### config.mk
export PLATFORM = sky130hd
export DESIGN_NAME = roic_pixel_capture
export DESIGN_NICKNAME = d
export VERILOG_FILES = /design/src/rtl/roic_pkg.sv /design/src/rtl/roic_sync_fifo.sv /design/src/rtl/roic_pixel_capture.sv
export SDC_FILE = /design/constraint.sdc
export NUM_CORES = 1
export LEC_CHECK = 0
export ABC_AREA = 1
export CAP_MARGIN = 40
export CORE_MARGIN = 2
export CORE_UTILIZATION = 60
export DETAILED_ROUTE_END_ITERATION = 8
export DONT_BUFFER_PORTS = 1
export GPL_ROUTABILITY_DRIVEN = 0
export GPL_TIMING_DRIVEN = 0
export PLACE_DENSITY = 0.85
export SETUP_SLACK_MARGIN = 0.1
export SYNTH_ARGS = -nofsm -noshare
export SYNTH_HDL_FRONTEND = slang
export SYNTH_HIERARCHICAL = 1
export SYNTH_SLANG_ARGS = --single-unit
export TNS_END_PERCENT = 20
### constraint.sdc
create_clock -name clk -period 4.7 [get_ports clk]
set_clock_uncertainty 0.05 [all_clocks]
set_input_delay 0.94 -clock clk [delete_from_list [all_inputs] [get_ports clk]]
set_output_delay 0.94 -clock clk [all_outputs]
set_load 0.005 [all_outputs]
### src/rtl/roic_pkg.sv
// Shared definitions for the ROIC pixel capture block: default geometry,
// capture FSM encoding and the bit layout of a buffered pixel word.
package roic_pkg;

    localparam int COLS_DEF = 320;
    localparam int ROWS_DEF = 240;
    localparam int DW_DEF   = 14;
    localparam int COL_W    = 9;
    localparam int ROW_W    = 8;

    typedef enum logic [1:0] {
        IDLE     = 2'd0,
        WAIT_ROW = 2'd1,
        CAPTURE  = 2'd2,
        ROW_END  = 2'd3
    } cap_state_t;

    // Pixel word is {row_idx, eol, sof, data}, packed from the LSB up.
    function automatic int sof_bit(input int dw);
        return dw;
    endfunction

    function automatic int eol_bit(input int dw);
        return dw + 1;
    endfunction

    function automatic int row_lsb(input int dw);
        return dw + 2;
    endfunction

    function automatic int word_w(input int dw);
        return dw + 2 + ROW_W;
    endfunction

endpackage

### src/rtl/roic_sync_fifo.sv
// Synchronous first-word-fall-through FIFO; the head entry is always visible
// on o_rdata while o_empty is low. Push while full is accepted only with a pop.
module roic_sync_fifo #(
    parameter int WIDTH = 24,
    parameter int DEPTH = 16
) (
    input  logic             clk,
    input  logic             rst,
    input  logic             i_push,
    input  logic [WIDTH-1:0] i_wdata,
    input  logic             i_pop,
    output logic [WIDTH-1:0] o_rdata,
    output logic             o_full,
    output logic             o_empty
);
    localparam int AW = $clog2(DEPTH);

    logic [WIDTH-1:0] r_mem [DEPTH];
    logic [AW:0]      r_wr_ptr;
    logic [AW:0]      r_rd_ptr;
    logic             w_do_push;
    logic             w_do_pop;

    // Extra MSB on each pointer separates the full and empty cases.
    assign o_empty   = (r_wr_ptr == r_rd_ptr);
    assign o_full    = (r_wr_ptr[AW] != r_rd_ptr[AW]) &&
                       (r_wr_ptr[AW-1:0] == r_rd_ptr[AW-1:0]);
    assign w_do_pop  = i_pop & ~o_empty;
    assign w_do_push = i_push & (~o_full | w_do_pop);

    always_ff @(posedge clk) begin
        if (rst) begin
            r_wr_ptr <= '0;
            r_rd_ptr <= '0;
        end else begin
            if (w_do_push) r_wr_ptr <= r_wr_ptr + 1'b1;
            if (w_do_pop)  r_rd_ptr <= r_rd_ptr + 1'b1;
        end
    end

    always_ff @(posedge clk) begin
        if (w_do_push) r_mem[r_wr_ptr[AW-1:0]] <= i_wdata;
    end

    assign o_rdata = r_mem[r_rd_ptr[AW-1:0]];

endmodule

### src/rtl/roic_pixel_capture.sv
// Frames ROIC ADC samples into a row/column pixel stream with SOF/EOL markers,
// buffered through a FWFT FIFO, and flags malformed rows and overflow drops.
module roic_pixel_capture
    import roic_pkg::*;
#(
    parameter int COLS   = COLS_DEF,
    parameter int ROWS   = ROWS_DEF,
    parameter int DW     = DW_DEF,
    parameter int FDEPTH = 16
) (
    input  logic             clk,
    input  logic             rst,
    input  logic             f_sync,
    input  logic             dr,
    input  logic             adc_valid,
    input  logic [DW-1:0]    adc_data,
    input  logic             pix_ready,
    output logic             pix_valid,
    output logic [DW-1:0]    pix_data,
    output logic             pix_sof,
    output logic             pix_eol,
    output logic [ROW_W-1:0] row_idx,
    output logic             line_err,
    output logic             ovf_err,
    input  logic             err_clr,
    output logic             busy
);
    localparam int WW    = word_w(DW);
    localparam int SOF_B = sof_bit(DW);
    localparam int EOL_B = eol_bit(DW);
    localparam int ROW_L = row_lsb(DW);

    localparam logic [COL_W-1:0] COL_LAST = COL_W'(COLS - 1);
    localparam logic [COL_W-1:0] COL_END  = COL_W'(COLS);
    localparam logic [ROW_W-1:0] ROW_LAST = ROW_W'(ROWS - 1);

    cap_state_t       r_state;
    cap_state_t       w_state_n;
    logic [COL_W-1:0] r_col_cnt;
    logic [COL_W-1:0] w_col_n;
    logic [ROW_W-1:0] r_row_cnt;
    logic [ROW_W-1:0] w_row_n;
    logic             r_sof_pend;
    logic             w_sof_n;
    logic             w_wr;
    logic             w_line_set;
    logic             w_ovf_set;
    logic             r_line_err;
    logic             r_ovf_err;

    logic [WW-1:0]    w_word;
    logic [WW-1:0]    r_word_p0;
    logic             r_vld_p0;

    logic [WW-1:0]    w_rdata;
    logic             w_full;
    logic             w_empty;
    logic             w_pop;

    always_comb begin
        w_state_n  = r_state;
        w_col_n    = r_col_cnt;
        w_row_n    = r_row_cnt;
        w_sof_n    = r_sof_pend;
        w_wr       = 1'b0;
        w_line_set = 1'b0;
        if (f_sync) begin
            // Restart framing from any state; queued pixels are left alone.
            w_state_n  = WAIT_ROW;
            w_row_n    = '0;
            w_col_n    = '0;
            w_sof_n    = 1'b1;
            w_line_set = (r_state == CAPTURE);
        end else begin
            case (r_state)
                IDLE: w_state_n = IDLE;
                WAIT_ROW: begin
                    if (dr) begin
                        w_state_n = CAPTURE;
                        w_col_n   = '0;
                    end
                end
                CAPTURE: begin
                    if (!dr) begin
                        w_state_n  = ROW_END;
                        w_line_set = (r_col_cnt < COL_END);
                    end else if (adc_valid) begin
                        w_wr    = 1'b1;
                        w_sof_n = 1'b0;
                        w_col_n = r_col_cnt + 1'b1;
                        if (r_col_cnt == COL_LAST) w_state_n = ROW_END;
                    end
                end
                ROW_END: begin
                    if (!dr) begin
                        w_row_n   = r_row_cnt + 1'b1;
                        w_state_n = (r_row_cnt == ROW_LAST) ? IDLE : WAIT_ROW;
                    end else if (adc_valid) begin
                        w_line_set = 1'b1;
                    end
                end
                default: w_state_n = IDLE;
            endcase
        end
    end

    assign w_word = {r_row_cnt, (r_col_cnt == COL_LAST),
                     (r_sof_pend && (r_col_cnt == '0)), adc_data};

    // Overflow is judged at the FIFO write, one cycle after acceptance.
    assign w_pop     = ~w_empty & pix_ready;
    assign w_ovf_set = r_vld_p0 & w_full & ~w_pop;

    always_ff @(posedge clk) begin
        if (rst) begin
            r_state    <= IDLE;
            r_col_cnt  <= '0;
            r_row_cnt  <= '0;
            r_sof_pend <= 1'b0;
            r_vld_p0   <= 1'b0;
            r_line_err <= 1'b0;
            r_ovf_err  <= 1'b0;
        end else begin
            r_state    <= w_state_n;
            r_col_cnt  <= w_col_n;
            r_row_cnt  <= w_row_n;
            r_sof_pend <= w_sof_n;
            r_vld_p0   <= w_wr;
            r_line_err <= w_line_set | (r_line_err & ~err_clr);
            r_ovf_err  <= w_ovf_set  | (r_ovf_err  & ~err_clr);
        end
    end

    // Stage p0: accepted sample word, written into the FIFO on the next edge.
    always_ff @(posedge clk) begin
        r_word_p0 <= w_word;
    end

    roic_sync_fifo #(
        .WIDTH (WW),
        .DEPTH (FDEPTH)
    ) u_fifo (
        .clk     (clk),
        .rst     (rst),
        .i_push  (r_vld_p0),
        .i_wdata (r_word_p0),
        .i_pop   (w_pop),
        .o_rdata (w_rdata),
        .o_full  (w_full),
        .o_empty (w_empty)
    );

    // Masked so stale RAM contents never appear while the stream is idle.
    assign pix_valid = ~w_empty;
    assign pix_data  = pix_valid ? w_rdata[DW-1:0] : '0;
    assign pix_sof   = pix_valid & w_rdata[SOF_B];
    assign pix_eol   = pix_valid & w_rdata[EOL_B];
    assign row_idx   = pix_valid ? w_rdata[ROW_L +: ROW_W] : '0;
    assign line_err  = r_line_err;
    assign ovf_err   = r_ovf_err;
    assign busy      = (r_state != IDLE);

endmodule
# After elaboration in Yosys (flattened, before gate mapping)
# Memories as Yosys holds them, arrays and structs flattened. A register that Yosys moved wholly into a read port is not among the register bits.
# Index checks and enable logic that the tools add are counted.
[totals]
word_cells = 96
mem_count = 1
input_bits = 21
out_inout_bits = 28
ramBits = 384
register_bits = 57
[mem_list]
columns = ["memory", "depth", "word_bits", "rd", "rd_clocked_by_memory_dff", "write_ports", "line_no", "text"]
rows = [
  ["u_fifo.r_mem", 16, 24, 1, 1, 1, "roic_sync_fifo.sv:18", "logic [WIDTH-1:0] r_mem [DEPTH];"],
]
[op_classes]
eq_ne = 18
n_reduce_logical = 16
muxes = 27
bitwise_logic = 18
add_sub_neg = 4
magnitude_cmp = 1
[op_table]
columns = ["op", "count"]
rows = [
  ["$mux W9", 3],
  ["$pmux W9 S2", 1],
  ["$mux W14", 1],
  ["$mux W1", 12],
  ["$ne A3 B3 Y1 const B", 4],
  ["$reduce_and A4 Y1", 3],
  ["$add A5 B1 Y5 const B", 2],
  ["$mux W2", 5],
  ["$reduce_bool A2 Y1", 5],
  ["$add A9 B1 Y9 const B", 1],
  ["$and A1 B1 Y1", 9],
  ["$eq A9 B9 Y1 const B", 1],
  ["$logic_not A9 Y1", 1],
  ["$lt A9 B9 Y1 const B", 1],
  ["$add A8 B1 Y8 const B", 1],
  ["$eq A8 B8 Y1 const B", 1],
  ["$mux W4", 2],
  ["$mux W8", 1],
  ["$ne A2 B2 Y1 const B", 4],
  ["$ne A4 B4 Y1 const B", 2],
  ["$pmux W2 S4", 1],
  ["$not A1 Y1", 6],
  ["$eq A5 B5 Y1", 1],
  ["$eq A2 B2 Y1 const B", 2],
  ["11 further kinds", 14],
]

# Depth between registers and ports, before layout
# Gate-level depths: netlist of the first run.
[logic_depth]
ltp_word = 8
ltp_mapped = 15
depth_no_buf = 13

# By module
# Netlist of the first run, hierarchy kept.
[modules_own_cells]
columns = ["module", "cells_each", "n_inst", "seq_area_each_um2", "area_per_inst_um2"]
rows = [
  ["roic_sync_fifo", 1235, 1, 11811.3, 15832.7],
  ["roic_pixel_capture", 269, 1, 940.9, 1974.4],
]

# Least setup slack after synthesis of the first run
# No wires, ideal clock.
[synth_path]
path_kind = "input to register"
from = "input port pix_ready"
to = "memory u_fifo.r_mem[0][0], enable pin"
setup_time_ps = 405
required_time_ps = 4245
setup_slack_ps = 1666
stages = 8
path_buffers = 0
arrival_ps = 2580
cell_sequence = "inv_1 nor2_1 inv_1 nand4_2 nand2_2 inv_2 nand2_1 nor2_1"
[synth_via]
elab_chain_len = 6
[synth_lines]
columns = ["item", "line_no", "text"]
rows = [
  ["start, declared", "roic_pixel_capture.sv:17", "input logic pix_ready,"],
  ["$and A1 B1 Y1", "roic_pixel_capture.sv:111", "assign w_pop = ~w_empty & pix_ready;"],
  ["via w_pop", "roic_pixel_capture.sv:58", "logic w_pop;"],
  ["$and A1 B1 Y1", "roic_sync_fifo.sv:28", "assign w_do_pop = i_pop & ~o_empty;"],
  ["$or A1 B1 Y1", "roic_sync_fifo.sv:29", "assign w_do_push = i_push & (~o_full | w_do_pop);"],
  ["$and A1 B1 Y1", "roic_sync_fifo.sv:29", ""],
  ["$mux W1", "roic_sync_fifo.sv:42", "if (w_do_push) r_mem[r_wr_ptr[AW-1:0]] <= i_wdata;"],
  ["$mux W1 (implied by the code)", "roic_sync_fifo.sv:42", ""],
  ["end, declared", "roic_sync_fifo.sv:18", ""],
]
# The timed path passes the listed nets, and every way through them passes these cells.

==> qor.txt, run 1 <==
Yosys reg bits = 445
CP cell instances = buf_2 > clkbuf_1 > o21ai_0 > o211ai_1 > o211ai_1 > nand2_1 > inv_1 > nor2_1
Post-DRT Antenna Nets = 0
vias in the first global route = 12641
setup TNS = 0 ns
grt total ovfl = 0
Slowest cell on crit path = clkbuf_1
# Post-CTS Setup Buffers = 0
WS Path Type = reg -> out
Required @ worst endpoint = 3.71 ns
first-pass GRT wire length = 74300 um
DRT iter0 DRCs = 2112
crit end category = output port
CTS Buffer Depth = 3
P&R area growth vs syn = 13.6%
Die Area = 31100 um^2
clk slew on worst S/H paths = 0.06 ns
Worst Path Max Fanout = 10
Synth Area per Inst = 11.8 um^2
post-DP HPWL = 31300 um
Pleak = 6.67 nW
fillcell total = 1831
max frequency = 252 MHz
# resized after CTS = 0
actual slew at the worst max-slew pin = 0.961 ns
Netlist cell types = 34
Syn Nets = 1537
Post-route DRC = 0
WL per Instance = 25.2 um
yosys warns = 6
root buffer cell = clkbuf_16
Post-Syn Instances = 1504
Crit path top cell by count = o211ai_1
Hold Crit Class = reg -> reg
count of input and output buffers = 0
CTS tree = done
RSZ-0062 raised after global routing = no
Critical Path Start Type = flip-flop
CP Buf/Inv Count = 3
Critical Path AT = 2.97 ns
clk sinks = 445
largest net degree at the start of global routing = 22
Ports = 49
H-tree Lvls = 2
Critical Path Max Stage Delay = 0.55 ns
share of cells above drive strength 1 = 9.57%
most frequent cells in the layout = edfxtp_1, nor2_1, o21ai_0, o211ai_1, nand2_1
ys async rst share = 0%
relative slew slack = 36.0%
hold_buf cts = 0
post-route total power = 0.00776 W
Max-Cap Viols = 0
Top delay family on crit path = buffers and inverters
Seq/Total Area, Yosys = 71.6%
Starting Density = 60.6%
EDFF count, synth = 384
Final Slew Violations = 0
Rows = 63
antenna cells = 0
DR vias/cell = 6.55
initial antenna violation count = 0
Die H = 176 um
Total Routing Usage GR = 32.4%
drt pass-1 iters = 7
R2R Setup Slk = 1.28 ns
commonest non-fill, non-tap cell in the layout = edfxtp_1
Pwr Density = 384 nW/um^2
setup violators final = 0
core area = 29400 um^2
final worst path period share = 84.3%
minimum clock period after layout = 3.96 ns
pre-CTS WS = 1.31 ns
worst vdd rail ir drop = 0.275 mV
via count = 13025
Final nets = 1599
Clk Latency, worst-skew pair = 0.54 ns
Layout Utilization = 68.8%
Mapped Area = 17800 um^2
fin worst setup slack = 0.738 ns
Synth Flop Type = edfxtp_1
die width = 176 um
total CTS buffers = 44
Total Wirelength = 50000 um
final hold violations = 0
status = completed
-- state kept, by name, indices dropped and copies added, names as in the netlist, named ones only --
name             cells
u_fifo/r_wr_ptr      5
u_fifo/r_mem       384
r_col_cnt            9
u_fifo/r_rd_ptr      5
r_sof_pend           1
r_state              2
r_word_p0           24
r_row_cnt            8
r_vld_p0             1
line_err             1
ovf_err              1
-- layer usage --
layer | global-route usage [%] | share of wire (%)
met5 | 0 | 0
met4 | 17.3 | 5.6
met3 | 9.07 | 14
met2 | 51.3 | 47
met1 | 40.9 | 33
-- synthesized netlist by cell type (8+ instances only) --
master	count	share of area [%]
edfxtp_1	384	65
nor2_1	362	7.6
o21ai_0	198	5.6
o211ai_1	96	4.0
nand2_1	95	2.0
inv_1	68	1.4
dfxtp_1	61	6.9
nand3_1	56	1.6
clkbuf_1	45	0.95
a21oi_1	21	0.59
o21ai_1	20	0.56
buf_2	15	0.42
ha_1	12	0.84
buf_1	9	0.19
inv_2	8	0.17
-- cell families after synthesis --
logic type / after synthesis / synth area share (%)
AND/OR/NAND/NOR: 537 / 12.1
flip-flops: 445 / 71.6
AO/OA/AOI/OAI: 340 / 11.1
buffers and inverters: 161 / 3.95
adder cells (fa/ha/maj): 12 / 0.843
XOR/XNOR: 9 / 0.443
-- path summary, 6_finish.rpt --
check                startpoint  depth (start not counted)                   to
max                   flip-flop                          8           row_idx[5]
min                r_row_cnt[6]                          0        r_word_p0[22]
max reg2reg  u_fifo/r_wr_ptr[0]                         15  u_fifo/r_mem[9][23]
min reg2reg        r_row_cnt[6]                          0        r_word_p0[22]
-- power breakdown --
part / switching [W] / total [W] / internal, W
sequential: 0.0000386 / 0.00431 / 0.00427
clock: 0.00145 / 0.00341 / 0.00196
combinational: 0.0000323 / 0.0000465 / 0.0000143
total: 0.00152 / 0.00776 / 0.00625
-- per-stage QoR --
stage                     area (um^2)  hold slack (ns)  std cells
final                           20200            0.328       1988
after global routing            20200            0.336       1988
after CTS                       20200            0.330       1988
after detailed placement        18800            0.322       1910
after global placement          18300            0.312       1894
after floorplan                 17800            0.301       1504
-- cell type report --
| type | instances | area [um^2] | area share, % |
|---|---|---|---|
| Buffer | 82 | 402 | 1.98 |
| Clock buffer | 50 | 1170 | 5.81 |
| Clock inverter | 28 | 220 | 1.09 |
| Inverter | 79 | 302 | 1.49 |
| Multi-Input combinational cell | 898 | 4470 | 22.1 |
| Sequential cell | 445 | 12800 | 63.0 |
| Tap cell | 390 | 488 | 2.41 |
| Timing Repair Buffer | 16 | 425 | 2.10 |
Power figures use the tool's default switching activity.
==> run 2: changes to the inputs <==
Settings changed: ABC_AREA 1 to 0.
Clock period 4.7 ns to 3.9 ns, I/O delays scaled along.
==> run 2 against run 1 <==
  * Die area shrank 3.9%
  * Critical path type is now reg -> reg
  * Sequential share of layout area grew 3.5 points
  * Cell count shrank 35%
  * Via count fell by 33%
  * Critical path depth unchanged
  * Routed wire length down 19%
  * Register-to-register slack lost 1.1 ns
  * Sequential power up 20%
  * Synthesized cell count fell by 45%
  * Clock power grew 18%
  * Core utilization fell by 0.22 points
==> qor.txt, run 2 <==
Post-route DRC = 0 (unchanged)
actual slew at the worst max-slew pin = 0.964 ns (+0.00291 ns)
Critical Path Start Type = flip-flop
pre-CTS WS = -0.0172 ns (-1.33 ns)
WL per Instance = 31.3 um (+24%)
yosys warns = 6 (unchanged)
worst vdd rail ir drop = 0.304 mV (+11%)
minimum clock period after layout = 3.70 ns
commonest non-fill, non-tap cell in the layout = edfxtp_1
clk slew on worst S/H paths = 0.06 ns (about the same)
share of cells above drive strength 1 = 26.7% (+17 points)
Top delay family on crit path = simple AND/OR/NAND/NOR gates
Total Routing Usage GR = 27.2% (-5.2 points)
fillcell total = 1646 (-10%)
Post-DRT Antenna Nets = 0 (unchanged)
Reg area = 12800 um^2 (unchanged)
Pwr Density = 483 nW/um^2 (+26%)
CP Buf/Inv Count = 1 (-2)
P&R area growth vs syn = 12.1%
ys async rst share = 0% (unchanged)
Total Wirelength = 40400 um (-19%)
most frequent cell after synthesis = edfxtp_1
count of input and output buffers = 0 (unchanged)
initial antenna violation count = 0 (unchanged)
Hold WS = 0.208 ns (-0.121 ns)
core area = 27900 um^2 (-5.0%)
drt pass-1 iters = 7 (unchanged)
grt total ovfl = 0 (unchanged)
status = completed
final hold violations = 0 (unchanged)
Clk Latency, worst-skew pair = 0.53 ns (about the same)
Die Area = 29900 um^2 (-3.9%)
WS Path Type = reg -> reg
DRT iter0 DRCs = 1186 (-44%)
Critical Path AT = 3.81 ns (+0.84 ns)
Starting Density = 61.2% (+0.66 points)
Synth Flop Type = edfxtp_1
Seq/Total Area, Yosys = 74.6% (+3.0 points)
largest net degree at the start of global routing = 25 (+14%)
Pleak = 6.29 nW (-5.6%)
post-DP HPWL = 21400 um (-32%)
antenna cells = 0 (unchanged)
vias in the first global route = 8832 (-30%)
CTS Buffer Depth = 3 (unchanged)
relative slew slack = 35.7% (-0.26 points)
EDFF count, synth = 384 (unchanged)
Die H = 173 um (-2.0%)
DR vias/cell = 6.73 (+2.7%)
# Post-CTS Setup Buffers = 0 (unchanged)
H-tree Lvls = 2 (unchanged)
Required @ worst endpoint = 4.01 ns (+0.30 ns)
Final Slew Violations = 0 (unchanged)
fin worst setup slack = 0.197 ns (-0.540 ns)
max frequency = 270 MHz
Multi-input gate area = 4120 um^2 (-7.8%)
most frequent cells in the layout = edfxtp_1, mux4_2, dfxtp_1, clkbuf_16, nor2_1
Final nets = 909 (-43%)
Synth top area share = 67.4% (+2.7 points)
Synth Area per Inst = 20.8 um^2 (+76%)
Syn Nets = 855 (-44%)
Max-Cap Viols = 0 (unchanged)
clk sinks = 445 (unchanged)
Critical Path Max Stage Delay = 0.85 ns (+0.30 ns)
first-pass GRT wire length = 58300 um (-22%)
top cell type by total area after synthesis = edfxtp_1
root buffer cell = clkbuf_16
setup violators final = 0 (unchanged)
final worst path period share = 94.9%
Post-Syn Instances = 822 (-45%)
Rows = 61 (-3.2%)
Hold Crit Class = in -> reg
die width = 173 um (-2.0%)
Slowest cell on crit path = and3_2
total CTS buffers = 43 (-2.3%)
max FFs per register = 384 (unchanged)
via count = 8672 (-33%)
CP cell instances = xor2_1 > nor4_4 > and2_4 > nor2b_1 > nor2_1 > a21boi_2 > clkbuf_1 > and3_2
crit end category = flip-flop
largest cells by area after synthesis = edfxtp_1, mux4_2, dfxtp_1, nor2b_1, ha_1
Ports = 49 (unchanged)
RSZ-0062 raised after global routing = yes
Mapped Area = 17100 um^2 (-4.0%)
Netlist cell types = 49 (+44%)
Worst Path Max Fanout = 24 (+14)
Yosys reg bits = 445 (unchanged)
setup TNS = 0 ns (unchanged)
Post-synth top cells = edfxtp_1, mux4_2, dfxtp_1
CTS tree = done
post-route total power = 0.00925 W (+19%)
run 2: cell types whose count changed after synthesis, moves of 9 or more:
cell      previous run  this run
nor2_1             362        37
o21ai_0            198         5
mux4_2               0       120
o211ai_1            96         0
nand2_1             95        10
inv_1               68        11
nand3_1             56         6
nor2b_1              0        33
clkbuf_1            45        15
o21ai_1             20         1
and3_1               0        16
a21oi_1             21        11
xor2_1               6        15
run 2: timing repair:
| action | in CTS | in global routing |
|---|---|---|
| hold buffers | 0 | 0 |
| endpoints found under the setup margin | 256 | 231 |
| gates resized for setup | 8 | 6 |
run 2: path summary, 6_finish.rpt:
| path | start | slack (ns) | end | cells past startpoint |
|---|---|---|---|---|
| worst max register to register | u_fifo/r_wr_ptr[0] | 0.20 | u_fifo/r_mem[1][6] | 8 |
| worst max-delay path | u_fifo/r_wr_ptr[0] | 0.20 | u_fifo/r_mem[1][6] | 8 |
| worst min register to register | r_row_cnt[6] | 0.33 | r_word_p0[22] | 0 |
| worst min-delay path | adc_data[8] | 0.21 | r_word_p0[8] | 0 |
run 2: cell families after synthesis:
| kind of cell | synth area share, % |
|---|---|
| DFF | 74.6 |
| adders and majority gates | 0.878 |
| and+or+nand+nor | 4.57 |
| xor gates and xnor gates | 1.23 |
| buffers and inverters | 1.64 |
| muxes | 16.1 |
| AOI/OAI and AO/OA | 0.988 |
run 2: layout make-up:
cell class | instances | share of cell area, %
Buffer | 39 | 1.33
Clock buffer | 59 | 6.29
Clock inverter | 21 | 0.862
Inverter | 11 | 0.215
Multi-Input combinational cell | 327 | 21.5
Sequential cell | 445 | 66.5
Tap cell | 378 | 2.47
Timing Repair Buffer | 9 | 0.783
run 2: where the power goes:
part | leakage [nW] | internal, W | total (W) | switching (W)
clock | 0.670 | 0.00231 | 0.00403 | 0.00172
sequential | 4.22 | 0.00515 | 0.00518 | 0.0000362
combinational | 1.40 | 0.0000140 | 0.0000363 | 0.0000223
run 2: layer usage:
| metal | up-vias | global-route usage, % | part of all wire, % |
|---|---|---|---|
| met4 | 0 | 11.7 | 3.9 |
| li1 | 3448 | - | - |
| met5 | - | 0 | 0 |
| met3 | 96 | 4.33 | 7.5 |
| met1 | 4569 | 34.7 | 36 |
| met2 | 559 | 46.9 | 53 |
run 2: worst reg2reg max path, cell delays in order, from the launching register on:
cell and delay (ns):
dfxtp_1 0.47, xor2_1 0.29, nor4_4 0.14, and2_4 0.26, nor2b_1 0.40, nor2_1 0.21, a21boi_2 0.34, clkbuf_1 0.31
and3_2 0.85
run 2: metrics by stage:
step                      utilization (%)  instance area (um^2)  instances
after floorplan                         -                 17100        822
after global placement               62.9                 17600       1200
after detailed placement             63.5                 17700       1208
after CTS                            68.5                 19100       1288
after global routing                 68.6                 19200       1289
final                                68.6                 19200       1289
